===== config.mk =====
export PLATFORM = sky130hd
export DESIGN_NAME = peripheral_ahb3_spram_master
export DESIGN_NICKNAME = d
export VERILOG_FILES = /design/src/rtl/peripheral_ahb3_pkg.sv /design/src/rtl/peripheral_ahb3_spram_master.sv
export SDC_FILE = /design/constraint.sdc
export NUM_CORES = 1
export LEC_CHECK = 0
export BUFFER_PORTS_ARGS = -buffer_cell sky130_fd_sc_hd__buf_4
export CORE_AREA = 8 8 155 157
export DETAILED_ROUTE_END_ITERATION = 8
export DIE_AREA = 0 0 163 165
export PLACE_DENSITY = 0.75
export SYNTH_ARGS = -nofsm -noshare
export SYNTH_HDL_FRONTEND = slang
export SYNTH_SLANG_ARGS = --single-unit

===== constraint.sdc =====
create_clock -name HCLK -period 4.1 [get_ports HCLK]
set_input_delay 0.615 -clock HCLK [delete_from_list [all_inputs] [get_ports HCLK]]
set_output_delay 0.615 -clock HCLK [all_outputs]
set_load 0.02 [all_outputs]

===== src/rtl/peripheral_ahb3_pkg.sv =====
// Shared AHB3-Lite encodings and the master's data-phase state type.
package peripheral_ahb3_pkg;

  localparam logic [1:0] HTRANS_IDLE   = 2'b00;
  localparam logic [1:0] HTRANS_BUSY   = 2'b01;
  localparam logic [1:0] HTRANS_NONSEQ = 2'b10;
  localparam logic [1:0] HTRANS_SEQ    = 2'b11;

  localparam logic [2:0] HBURST_SINGLE = 3'b000;
  localparam logic [2:0] HBURST_INCR   = 3'b001;

  localparam logic [2:0] HSIZE_BYTE  = 3'b000;
  localparam logic [2:0] HSIZE_HWORD = 3'b001;
  localparam logic [2:0] HSIZE_WORD  = 3'b010;
  localparam logic [2:0] HSIZE_DWORD = 3'b011;

  typedef enum logic [1:0] {
    DP_IDLE = 2'd0,
    DP_RD   = 2'd1,
    DP_WR   = 2'd2,
    DP_ERR1 = 2'd3
  } dp_state_t;

endpackage


===== src/rtl/peripheral_ahb3_spram_master.sv =====
// AHB3-Lite single-transfer master: native valid/ready requests in, pipelined
// NONSEQ transfers out, one in-order response per request.
module peripheral_ahb3_spram_master
  import peripheral_ahb3_pkg::*;
#(
  parameter int XLEN = 64,
  parameter int PLEN = 64,
  parameter logic [3:0] HPROT_VAL = 4'b0011
) (
  input  logic            HCLK,
  input  logic            HRESET,
  input  logic            req_valid,
  output logic            req_ready,
  input  logic            req_we,
  input  logic [PLEN-1:0] req_addr,
  input  logic [2:0]      req_size,
  input  logic [XLEN-1:0] req_wdata,
  output logic            rsp_valid,
  output logic [XLEN-1:0] rsp_rdata,
  output logic            rsp_err,
  output logic            HSEL,
  output logic [PLEN-1:0] HADDR,
  output logic [XLEN-1:0] HWDATA,
  input  logic [XLEN-1:0] HRDATA,
  output logic            HWRITE,
  output logic [2:0]      HSIZE,
  output logic [2:0]      HBURST,
  output logic [3:0]      HPROT,
  output logic [1:0]      HTRANS,
  output logic            HMASTLOCK,
  input  logic            HREADY,
  input  logic            HRESP
);

  // Handshake: a request transfers on a rising edge where req_valid & req_ready;
  // responses are a single-cycle rsp_valid strobe with no backpressure.

  dp_state_t       dp_state, dp_next;
  logic [XLEN-1:0] ap_wdata;
  logic            cancelled;
  logic            cancel_rsp;
  logic            ap_pending;
  logic            dp_busy;
  logic            dp_done;
  logic            dp_fault;
  logic            accept;

  assign ap_pending = (HTRANS == HTRANS_NONSEQ);
  assign dp_busy    = (dp_state == DP_RD) || (dp_state == DP_WR);
  assign dp_done    = dp_busy & HREADY;
  assign dp_fault   = dp_busy & ~HREADY & HRESP;

  assign req_ready = HREADY & ~HRESET & (dp_state != DP_ERR1);
  assign accept    = req_valid & req_ready;

  assign HSEL      = (HTRANS != HTRANS_IDLE);
  assign HBURST    = HBURST_SINGLE;
  assign HPROT     = HPROT_VAL;
  assign HMASTLOCK = 1'b0;

  always_comb begin
    dp_next = dp_state;
    case (dp_state)
      DP_IDLE, DP_RD, DP_WR: begin
        if (dp_fault)
          dp_next = DP_ERR1;
        else if (HREADY)
          dp_next = ap_pending ? (HWRITE ? DP_WR : DP_RD) : DP_IDLE;
      end
      DP_ERR1: begin
        if (HREADY) dp_next = DP_IDLE;
      end
      default: dp_next = DP_IDLE;
    endcase
  end

  always_ff @(posedge HCLK) begin
    if (HRESET) begin
      dp_state   <= DP_IDLE;
      HTRANS     <= HTRANS_IDLE;
      HADDR      <= '0;
      HWRITE     <= 1'b0;
      HSIZE      <= '0;
      HWDATA     <= '0;
      ap_wdata   <= '0;
      rsp_valid  <= 1'b0;
      rsp_err    <= 1'b0;
      rsp_rdata  <= '0;
      cancelled  <= 1'b0;
      cancel_rsp <= 1'b0;
    end else begin
      dp_state   <= dp_next;
      rsp_valid  <= 1'b0;
      rsp_err    <= 1'b0;
      cancel_rsp <= 1'b0;

      // First ERROR cycle: drop the queued address phase before the slave samples it.
      if (dp_fault) begin
        HTRANS    <= HTRANS_IDLE;
        cancelled <= ap_pending;
      end else if (HREADY) begin
        if (ap_pending && HWRITE) HWDATA <= ap_wdata;
        if (accept) begin
          HTRANS   <= HTRANS_NONSEQ;
          HADDR    <= req_addr;
          HWRITE   <= req_we;
          HSIZE    <= req_size;
          ap_wdata <= req_wdata;
        end else begin
          HTRANS <= HTRANS_IDLE;
        end
      end

      if (dp_done) begin
        rsp_valid <= 1'b1;
        rsp_err   <= HRESP;
        rsp_rdata <= (dp_state == DP_RD && !HRESP) ? HRDATA : '0;
      end else if (dp_state == DP_ERR1 && HREADY) begin
        rsp_valid  <= 1'b1;
        rsp_err    <= 1'b1;
        rsp_rdata  <= '0;
        cancel_rsp <= cancelled;
        cancelled  <= 1'b0;
      end else if (cancel_rsp) begin
        // The cancelled transfer still owes its requester an (error) response.
        rsp_valid <= 1'b1;
        rsp_err   <= 1'b1;
        rsp_rdata <= '0;
      end
    end
  end

endmodule


==> run metrics <==
register area 5350 sq um; post-synthesis sequential area ratio 56.1%; share of cells above drive strength 1 roughly 33%; Avg WL per Cell 17.2 um; post-synthesis simple-gate area fraction between 20% and 30%; Crit path max-delay family buffers and inverters; IO Pins 411; CORE AREA 21,500 sq um; CTS clk-pin slew, worst paths approximately 0.06 ns; CP Data Arrival Time 1.87 ns; CTS tree yes; post-synthesis mux area share less than 1%; Post-Route Skew 0.0158 ns; grt peak-use layer met2; GP Congestion 0.757; WL final 29,100 um; width of the chip 163 um; Synth Area in Adders 0.394%; NetSw 1.24 mW; Worst Path Buf+Inv 3; drt via density roughly 4.9; first-pass GRT wire length 44,100 um; max-slew violations 0; EDFF count, synth 0; Post-DRT Antenna Nets 0; crit-path most repeated cell buf_4; outcome complete, no violations; Synth cell types 35; top-count cell post-synth dfxtp_1; initial antenna violation count 0; area of the multi-input gates 3690 sq um; endpoints failing hold 0; Port Buf Inserts 401; setup violators final 0; crit share post-route 60.6%; post-synthesis xor/xnor area fraction 0%; setup tns final 0 ns; Worst Path Max Fanout 96; Crit path required time 3.48 ns; DR DRC count 0; Crit path largest cell delay 0.66 ns; CP cell instances buf_4 > buf_4 > nor3_1 > buf_4; # diodes 0; Tightest Pin Transition 1.20 ns; worst r2r dst rsp_rdata[37]; GRT Total Usage 20.3%; Comb pwr share 7.9%; CTS-repair resized insts 0; Worst Reg2Reg Path Length in Cells 5; full die area about 27,000 sq um; Synth top area share 56.1%; Syn Inst Count 1,042; min cycle time layout 2.48 ns; Startpoint Class primary input; pre-CTS setup slack 1.57 ns; Cell Int Power ~4.3 mW; Die Y 165 um; M2 GR Usage 35.2%; WS Path Type primary input to primary output; Worst-Skew Late Latency around 0.53 ns; number of setup buffers added after CTS 0; Lkg Pwr approximately 5.7 nW; final setup margin approximately 1.6 ns; vias in the first global route 8,088; Sw Ratio 22.4%; min-delay worst type primary input to register; compound-cell area share of the yosys netlist roughly 18%; M3 GR Usage 6.83%; r2r startpoint dp_state[1]; Syn Area/Cell between 9 and 10 sq um; Root Buffer clkbuf_16; largest family of logic cells by synthesized area simple AND/OR/NAND/NOR gates; via count 8,278; synthesized area 9530 sq um; Post-CTS Hold Fix Bufs 0; PwrDens 414 nW/um^2; worst slew margin relative to its limit approximately a fifth; reg2reg setup slack 1.75 ns; Yosys warnings 0; CTS sink count 267; Clock Power Share ~43%; H-tree depth 1; Synth area leaders dfxtp_1 (56%), nand2_1 (9.8%), nand2b_1 (8.7%), a22o_1 (5.9%), o21ai_0 (4.2%); largest net degree at the start of global routing 137; total gr overflow 0; DR iter-0 viols 590; FF+latch count, synth 267; slowest CP cell buf_4; hold_sp req_addr[53]; register share of total power roughly half; Yosys top cell by area dfxtp_1; Worst Hold Depth 3; RSZ-0062 raised after global routing no; crit path capture type primary output; max cap viols 0; clk buf depth 3; fill count 1,838; Post-Layout Inst Area around 13,000 sq um; most frequent cells after synthesis dfxtp_1 (267), nand2_1 (250), nand2b_1 (132), o21ai_0 (80), a21oi_1 (66); Final nets 1,602; TritonCTS Buffers 28; FFs w/ async S/R, synth 0%; hpwl dp 20,800 um; P&R area growth vs syn 40.1%; area of placed instances around 12,000 sq um; Pre-Repair DR Iteration Count 5; row count 54; Hold Path Sink HADDR[53]; Initial Util 44.4%; Post-synth top flop dfxtp_1; Max Freq 0.402 GHz; Max VDD drop 311 uV; grt met1 use between 20% and 30%
==> cell families after synthesis <==
group / after synthesis
compound gates: 271
fa+ha+maj: 3
buf+inv: 92
flops: 267
mux: 1
other cells: 2
simple gates: 406
==> how the worst max path moves through the flow <==
stage,depth (start not counted),start,slack (ns),end
3_5_place_dp,4,HRESET,1.57,req_ready
5_1_grt,4,HRESET,1.45,req_ready
4_1_cts,4,HRESET,1.56,req_ready
6_report,4,HRESET,1.62,req_ready
2_1_floorplan,5,HRESET,1.71,req_ready
3_3_place_gp,4,HRESET,1.58,req_ready
==> metal layers <==
metal  part of all wire [%]  vias up
met2                     49      304
met5                      0        -
li1                       -     4133
met3                    9.1       57
met1                     38     3784
met4                    3.2        0
==> state kept, by name (all words and copies together) (netlist names) <==
| register | flops |
|---|---|
| HTRANS | 1 |
| HADDR | 64 |
| HSIZE | 3 |
| rsp_valid | 1 |
| cancelled | 1 |
| cancel_rsp | 1 |
| HWRITE | 1 |
| rsp_err | 1 |
| dp_state | 2 |
| rsp_rdata | 64 |
| ap_wdata | 64 |
| HWDATA | 64 |
==> layout by cell type (no fill, tap or decap), types with 9 or more instances in the layout <==
cell type  netlist  final
buf_4           10    406
dfxtp_1        267    267
nand2_1        250    250
nand2b_1       132    132
o21ai_0         80     80
a21oi_1         66     66
a22o_1          64     64
o21ai_1         41     41
clkbuf_16        0     28
nand2_2         10     10
o21ai_2         10     10
conb_1           2      9
==> power by group through the flow <==
stage | Sequential (mW) | Combinational [mW] | Clock [mW]
after floorplan | 2.80 | 0.171 | 0
after global placement | 2.76 | 0.435 | 0
after detailed placement | 2.76 | 0.440 | 0
after CTS | 2.71 | 0.442 | 2.44
after global routing | 2.71 | 0.475 | 2.55
final | 2.71 | 0.437 | 2.38
==> worst register-to-register path: cells and delay by family (launching register included) <==
kind	cells	cell delay [ns]
buffers and inverters	1	0.06
DFF	1	0.37
and+or+nand+nor	2	1.18
adders and majority gates	1	0.36
AOI/OAI and AO/OA	1	0.34
==> metrics by stage <==
stage / power (mW) / cells / util, % / hold WS [ns]
4_1_cts: 5.59 / 1696 / 62.2 / 0.239
3_3_place_gp: 3.19 / 1648 / 58.1 / 0.436
3_5_place_dp: 3.20 / 1648 / 58.1 / 0.443
6_report: 5.53 / 1696 / 62.2 / 0.268
2_1_floorplan: 2.97 / 1049 / - / 0.432
5_1_grt: 5.74 / 1696 / 62.2 / 0.247
==> final cells by class <==
class | count | area share [%]
flip-flops and latches | 267 | 40.0
clock inverters | 4 | 0.234
inverters | 3 | 0.0843
multi-input cells | 690 | 27.6
well taps | 280 | 2.62
repair buffers | 408 | 23.1
clock buffers | 44 | 6.30
No activity file was read; power rests on OpenSTA's default activity.
